**config.mk**
```make
export PLATFORM = sky130hd
export DESIGN_NAME = memory_stage
export DESIGN_NICKNAME = d
export VERILOG_FILES = /design/src/rtl/proc_pkg.sv /design/src/rtl/stack_pointer.sv /design/src/rtl/memory_stage.sv
export SDC_FILE = /design/constraint.sdc
export NUM_CORES = 1
export LEC_CHECK = 0
export CORE_AREA = 2 2 115 162
export DETAILED_ROUTE_END_ITERATION = 10
export DIE_AREA = 0 0 117 164
export GPL_TIMING_DRIVEN = 0
export PLACE_DENSITY = 0.6
export SETUP_SLACK_MARGIN = 0.1
export SYNTH_ARGS = -nofsm -noshare
export SYNTH_HDL_FRONTEND = slang
export SYNTH_SLANG_ARGS = --single-unit
```
**constraint.sdc**
```tcl
create_clock -name clk -period 5.49 [get_ports clk]
set_input_delay 0.8235 -clock clk [delete_from_list [all_inputs] [get_ports clk]]
set_output_delay 0.8235 -clock clk [all_outputs]
set_load 0.01 [all_outputs]
```
**src/rtl/proc_pkg.sv**
```systemverilog
// Shared definitions for the memory stage: op encodings, FSM states,
// stack pointer reset default and small op-classification helpers.
package proc_pkg;

  // Memory-stage operation codes; code 7 is reserved and behaves as NOP.
  typedef enum logic [2:0] {
    OP_NOP    = 3'd0,
    OP_LOAD   = 3'd1,
    OP_STORE  = 3'd2,
    OP_PUSH   = 3'd3,
    OP_POP    = 3'd4,
    OP_PUSH32 = 3'd5,
    OP_POP32  = 3'd6,
    OP_RSVD   = 3'd7
  } op_e;

  // IDLE accepts a new op; BEAT2 issues the second word of a 32-bit stack op.
  typedef enum logic {
    ST_IDLE  = 1'b0,
    ST_BEAT2 = 1'b1
  } state_e;

  // Empty-stack pointer value; the first push lands here.
  localparam logic [15:0] SP_RESET_DEFAULT = 16'h07FF;

  // True for the two-beat stack ops.
  function automatic logic is_wide(op_e o);
    return (o == OP_PUSH32) || (o == OP_POP32);
  endfunction

  // True for single-beat ops whose result comes from memory.
  function automatic logic is_mem_read(op_e o);
    return (o == OP_LOAD) || (o == OP_POP);
  endfunction

  // True for any op that pops the stack.
  function automatic logic is_pop(op_e o);
    return (o == OP_POP) || (o == OP_POP32);
  endfunction

endpackage

```
**src/rtl/stack_pointer.sv**
```systemverilog
// Stack pointer register. The stack grows downward; the pointer always
// addresses the next free slot. Arithmetic wraps modulo 2^ADDR_W.
module stack_pointer
  import proc_pkg::*;
#(
  parameter int                ADDR_W   = 16,
  parameter logic [ADDR_W-1:0] SP_RESET = ADDR_W'(SP_RESET_DEFAULT)
) (
  input  logic              clk,
  input  logic              rst,
  input  logic              inc,
  input  logic              dec,
  output logic [ADDR_W-1:0] sp
);

  logic [ADDR_W-1:0] sp_reg;

  // Step the pointer by one per request; simultaneous inc/dec cancel out.
  always_ff @(posedge clk or posedge rst) begin
    if (rst) begin
      sp_reg <= SP_RESET;
    end else if (inc && !dec) begin
      sp_reg <= sp_reg + ADDR_W'(1);
    end else if (dec && !inc) begin
      sp_reg <= sp_reg - ADDR_W'(1);
    end
  end

  assign sp = sp_reg;

endmodule

```
**src/rtl/memory_stage.sv**
```systemverilog
// Pipeline memory stage: issues data-memory requests for loads, stores and
// 16/32-bit stack ops, tracks the stack pointer, and registers the
// write-back controls. 32-bit stack ops take two beats and stall upstream
// for the accept cycle only; the second beat uses fields captured then.
module memory_stage
  import proc_pkg::*;
#(
  parameter int                DATA_W   = 16,
  parameter int                ADDR_W   = 16,
  parameter logic [ADDR_W-1:0] SP_RESET = ADDR_W'(SP_RESET_DEFAULT)
) (
  input  logic              clk,
  input  logic              rst,
  input  logic              opValid,
  input  logic [2:0]        op,
  input  logic [ADDR_W-1:0] addr,
  input  logic [31:0]       storeData,
  input  logic [DATA_W-1:0] aluData,
  input  logic [2:0]        regDst,
  input  logic              regWrite,
  output logic [ADDR_W-1:0] dmemAddr,
  output logic              dmemWe,
  output logic [DATA_W-1:0] dmemWdata,
  input  logic [DATA_W-1:0] dmemRdata,
  output logic              stall,
  output logic              wbMemOrReg,
  output logic [DATA_W-1:0] wbMemData,
  output logic [DATA_W-1:0] wbAluData,
  output logic [2:0]        wbRegDst,
  output logic              wbRegWrite,
  output logic [31:0]       wbPop32,
  output logic              stackErr
);

  // FSM and second-beat context
  state_e            state_reg;
  logic              beat_push_reg;   // second beat belongs to PUSH32 (else POP32)
  logic [DATA_W-1:0] low_wdata_reg;   // PUSH32 low word, written in the second beat
  logic [2:0]        hold_dst_reg;
  logic              hold_write_reg;
  logic [DATA_W-1:0] hold_alu_reg;
  logic [DATA_W-1:0] pop_low_reg;     // POP32 low word, arrives during the second beat

  // Write-back registers
  logic              wb_mem_or_reg_reg;
  logic              wb_reg_write_reg;
  logic [2:0]        wb_reg_dst_reg;
  logic [DATA_W-1:0] wb_alu_data_reg;

  // Stack pointer interface
  logic [ADDR_W-1:0] sp;
  logic [ADDR_W-1:0] sp_plus1;
  logic              sp_inc;
  logic              sp_dec;

  // Combinational request for the current cycle
  op_e               op_in;
  logic              accept_wide;
  logic              accept_read;
  logic [ADDR_W-1:0] addr_next;
  logic              we_next;
  logic [DATA_W-1:0] wdata_next;
  logic              stall_next;
  logic              err_next;

  assign op_in       = op_e'(op);
  assign sp_plus1    = sp + ADDR_W'(1);
  assign accept_wide = (state_reg == ST_IDLE) && opValid && is_wide(op_in);
  assign accept_read = opValid && is_mem_read(op_in);

  stack_pointer #(
    .ADDR_W   (ADDR_W),
    .SP_RESET (SP_RESET)
  ) u_stack_pointer (
    .clk (clk),
    .rst (rst),
    .inc (sp_inc),
    .dec (sp_dec),
    .sp  (sp)
  );

  // Decode the memory request and stack pointer step for this cycle.
  always_comb begin
    addr_next  = addr;
    we_next    = 1'b0;
    wdata_next = DATA_W'(storeData[15:0]);
    stall_next = 1'b0;
    err_next   = 1'b0;
    sp_inc     = 1'b0;
    sp_dec     = 1'b0;
    if (state_reg == ST_BEAT2) begin
      // Second beat: op inputs are ignored, captured context drives memory.
      wdata_next = low_wdata_reg;
      if (beat_push_reg) begin
        addr_next = sp;
        we_next   = 1'b1;
        sp_dec    = 1'b1;
      end else begin
        addr_next = sp_plus1;
        sp_inc    = 1'b1;
      end
    end else if (opValid) begin
      case (op_in)
        OP_LOAD: begin
          addr_next = addr;
        end
        OP_STORE: begin
          addr_next = addr;
          we_next   = 1'b1;
        end
        OP_PUSH: begin
          addr_next = sp;
          we_next   = 1'b1;
          sp_dec    = 1'b1;
        end
        OP_POP: begin
          addr_next = sp_plus1;
          sp_inc    = 1'b1;
          err_next  = (sp == SP_RESET);
        end
        OP_PUSH32: begin
          addr_next  = sp;
          we_next    = 1'b1;
          wdata_next = DATA_W'(storeData[31:16]);
          sp_dec     = 1'b1;
          stall_next = 1'b1;
        end
        OP_POP32: begin
          addr_next  = sp_plus1;
          sp_inc     = 1'b1;
          err_next   = (sp == SP_RESET);
          stall_next = 1'b1;
        end
        default: begin
          we_next = 1'b0;
        end
      endcase
    end
  end

  // Two-state sequencer; captures second-beat context when a wide op is accepted.
  always_ff @(posedge clk or posedge rst) begin
    if (rst) begin
      state_reg      <= ST_IDLE;
      beat_push_reg  <= 1'b0;
      low_wdata_reg  <= '0;
      hold_dst_reg   <= '0;
      hold_write_reg <= 1'b0;
      hold_alu_reg   <= '0;
    end else if (state_reg == ST_BEAT2) begin
      state_reg <= ST_IDLE;
    end else if (accept_wide) begin
      state_reg      <= ST_BEAT2;
      beat_push_reg  <= (op_in == OP_PUSH32);
      low_wdata_reg  <= DATA_W'(storeData[15:0]);
      hold_dst_reg   <= regDst;
      hold_write_reg <= regWrite;
      hold_alu_reg   <= aluData;
    end
  end

  // Register write-back controls at the end of each op's last beat.
  always_ff @(posedge clk or posedge rst) begin
    if (rst) begin
      wb_mem_or_reg_reg <= 1'b0;
      wb_reg_write_reg  <= 1'b0;
      wb_reg_dst_reg    <= '0;
      wb_alu_data_reg   <= '0;
      pop_low_reg       <= '0;
    end else if (state_reg == ST_BEAT2) begin
      wb_mem_or_reg_reg <= !beat_push_reg;
      wb_reg_write_reg  <= hold_write_reg && !beat_push_reg;
      wb_reg_dst_reg    <= hold_dst_reg;
      wb_alu_data_reg   <= hold_alu_reg;
      if (!beat_push_reg) begin
        pop_low_reg <= dmemRdata;
      end
    end else if (accept_wide) begin
      // Bubble between the two beats so nothing is written back twice.
      wb_mem_or_reg_reg <= 1'b0;
      wb_reg_write_reg  <= 1'b0;
    end else begin
      wb_mem_or_reg_reg <= accept_read;
      wb_reg_write_reg  <= accept_read && regWrite;
      wb_reg_dst_reg    <= regDst;
      wb_alu_data_reg   <= aluData;
    end
  end

  // Outputs; the combinational strobes and read-data paths are held low in reset.
  assign dmemAddr   = addr_next;
  assign dmemWe     = we_next && !rst;
  assign dmemWdata  = wdata_next;
  assign stall      = stall_next && !rst;
  assign stackErr   = err_next && !rst;
  assign wbMemOrReg = wb_mem_or_reg_reg;
  assign wbRegWrite = wb_reg_write_reg;
  assign wbRegDst   = wb_reg_dst_reg;
  assign wbAluData  = wb_alu_data_reg;
  assign wbMemData  = rst ? '0 : dmemRdata;
  assign wbPop32    = rst ? 32'h0 : {dmemRdata[15:0], pop_low_reg[15:0]};

endmodule

```
==> results by group <==
Run status
  – Status: completed

Worst setup path
  – CP arrival: 3.43 ns
  – CP most frequent cell: clkdlybuf4s50_1
  – Max incr delay on CP: approximately 0.54 ns
  – Top delay family on crit path: buffers and inverters
  – CP max FO: 10
  – Worst setup path start: opValid
  – Crit path capture type: primary output
  – R2r startpoint: state_reg
  – Setup Crit Path Kind: input port to primary output
  – Required time of the critical path: between 4 and 5 ns
  – Slowest cell on the critical path: a31oi_1
  – Startpoint types: input port
  – Crit-path cells: clkdlybuf4s50_1 > nor2b_1 > a31oi_1 > clkbuf_1 > o21ai_0 > a221o_1 > clkdlybuf4s50_1
  – Crit path buf inv count: 3

Pwr
  – Combinational share of power: 34.6%
  – Tot Pwr: 2.450 mW
  – Peak VDD IR: 0.1478 mV
  – Switch share: 30.95%
  – Pint: 1.692 mW
  – Flop pwr share: around 40%
  – Pwr/cell area: 315.3 mW/mm²
  – Leakage: ~3.1 nW
  – Psw: 0.7584 mW
  – Clock Power Share: 26.0%

Cells and area
  – Share of layout cells above drive strength 1: 13.40%
  – Most common cell after layout, fill and taps aside: clkdlybuf4s50_1
  – Most frequent cells in the layout: clkdlybuf4s50_1, nand2_1, dfrtp_1, o21ai_0, mux2i_1
  – Fillers: 1772
  – Nets@finish: ~840
  – Post-Route Utilization: between 40 and 50%
  – Synth-to-Final Area Change: 48.52%

Synthesis
  – Top cell type's share of synthesized area: 38.26%
  – Post-synthesis cell area: 0.005233 mm²
  – Syn nets: 640
  – Sequential fraction of the synthesis area: 43.78%
  – Top post-synthesis cells by area: dfrtp_1, mux2_2, nand2_1
  – Number of synthesized register bits: 91
  – Yosys cell types: 47
  – Yosys Warn Count: 0
  – Cell taking the most area after synthesis: dfrtp_1
  – Syn Area/Cell: approximately 9.6 µm²
  – Mapped Cells: between 500 and 600

CTS
  – TritonCTS clock tree: done
  – Clock root cell: clkbuf_16
  – Worst-Skew Late Latency: 0.35 ns
  – # H-tree levels: 3
  – TritonCTS Buffers: 9
  – CTS Sinks: 91
  – Clk slew on worst S/H paths: 0.07 ns
  – Setup Buffers After CTS: 0
  – Clock buffer depth: 2
  – Number of hold buffers added after cts: 0
  – Cts repair resizes: 0

Drt
  – Avg WL per Cell: 16.17 µm
  – # DRC: 0
  – Iteration-0 DRC Markers: 215
  – Vias: 4688
  – Final wirelength: roughly 16 mm
  – DR pass1 iterations: 6
  – Post-detailed-route via-to-cell ratio: 4.712
  – Final ANT Viol Nets: 0

Floorplan
  – Die Width: between 100 and 150 µm
  – Die ar.: 0.01919 mm²
  – Top Ports: 194
  – Die height: 164 µm
  – Core Rows: 58
  – Area of the core: 0.01778 mm²
  – Initial Util: 29.43%

GRT
  – First-pass GRT wire length: around 25 mm
  – Initial antenna violation count: 1
  – Vias in the first global route: slightly below 5000
  – GRT overflow: 0
  – Total GRT Usage: about 17%
  – Largest net degree at the start of global routing: 48

STA
  – Tightest Pin Transition: 0.8302 ns
  – Worst slew margin: 44.15%
  – Final Hold Viols: 0
  – Slew Viols, Final: 0
  – RSZ-0062 raised after global routing: false
  – Fmax: 234.8 MHz
  – Hold_ws: between 0.4 and 0.5 ns
  – Setup-failing EPs final: 0
  – Clock period minus worst slack: 4.258 ns
  – Worst Clk Skew: 0.006811 ns
  – Final period util: about 78%

Place
  – PortBufs: 190
  – RePlAce Congestion: 0.8344
  – Hpwl dp: roughly 12 mm

Hold path
  – Worst hold-check path type: flop to flop
  – Hold_sp: pop_low_reg[9]

Job
  – Max_cap viols: 0
worst min-delay path, cell delays in order, from the launching register on:
cell	delay [ns]
dfrtp_1	0.33
nand2_1	0.05
nand2_1	0.05
worst paths after layout:
kind | endpoint | slack, ns | cells past startpoint
worst max-delay path | dmemAddr[8] | 1.23 | 7
worst max register to register | u_stack_pointer.sp[12] | 2.27 | 11
worst min register to register | pop_low_reg[9] | 0.47 | 2
max in group asynchronous | hold_alu_reg[6] | 3.75 | 3
worst min-delay path | pop_low_reg[9] | 0.47 | 2
min in group asynchronous | pop_low_reg[1] | 1.08 | 2
metrics by stage:
| step | setup slack [ns] | std cells | cell area [µm²] | setup TNS, ns |
|---|---|---|---|---|
| after global routing | 1.114 | 994 | 7769 | 0 |
| final | 1.232 | 995 | 7771 | 0 |
| after floorplan | 1.426 | 547 | 5233 | 0 |
| after global placement | -0.4390 | 977 | 7435 | -0.4390 |
| after CTS | 1.249 | 994 | 7769 | 0 |
| after detailed placement | 1.248 | 978 | 7465 | 0 |
layer usage:
metal / up-vias / GRT usage [%] / routed length (µm)
li1: 2284 / - / -
met1: 2287 / 19.00 / 6305
met2: 103 / 32.19 / 8888
met3: 14 / 2.362 / 642
met4: 0 / 5.615 / 255
met5: - / 0 / 0
logic make-up after synthesis:
kind of cell | count (synthesis) | share of synthesized area (%)
buf+inv | 67 | 7.556
xor+xnor | 19 | 3.180
fa+ha+maj | 3 | 0.7174
simple gates | 204 | 19.15
mux | 74 | 15.04
compound gates | 89 | 10.57
flops | 91 | 43.78
power by group through the flow:
stage / registers [mW] / clock network, mW / logic, mW
after detailed placement: 0.976 / 0 / 0.856
after CTS: 0.965 / 0.660 / 0.860
after floorplan: 0.956 / 0 / 0.489
final: 0.964 / 0.638 / 0.848
after global placement: 0.968 / 0 / 0.841
after global routing: 0.988 / 0.684 / 0.926
cell usage after synthesis, drive strengths merged:
library cell / n
nand3: 4
nand3b: 1
a221oi: 1
xnor2: 8
inv: 10
dfstp: 11
ha: 3
nor3: 8
a21oi: 6
a22oi: 5
nand2: 101
xor2: 11
and2b: 2
mux2i: 37
nor2: 16
o2bb2a: 1
and3: 5
or2: 1
nand4: 6
o21ai: 54
mux2: 37
or4: 4
clkbuf: 26
dfrtp: 80
nand2b: 2
a32o: 1
nor4: 10
nor2b: 36
o311ai: 2
o22ai: 2
a2bb2oi: 1
or3: 1
nor3b: 7
a221o: 11
a32oi: 1
o31ai: 1
a31oi: 2
a22o: 1
buf: 31
area by class of cell:
type / count / area [µm²] / area share [%]
inverter: 10 / 40.04 / 0.5152
timing repair buffer: 191 / 1929 / 24.83
multi-input combinational: 389 / 2546 / 32.76
clock buffer: 10 / 239.0 / 3.075
tap: 240 / 300.3 / 3.864
antenna: 1 / 2.502 / 0.03220
buffer: 57 / 357.8 / 4.605
clock inverter: 6 / 65.06 / 0.8372
sequential: 91 / 2291 / 29.48
No activity file was read; power rests on OpenSTA's default activity.
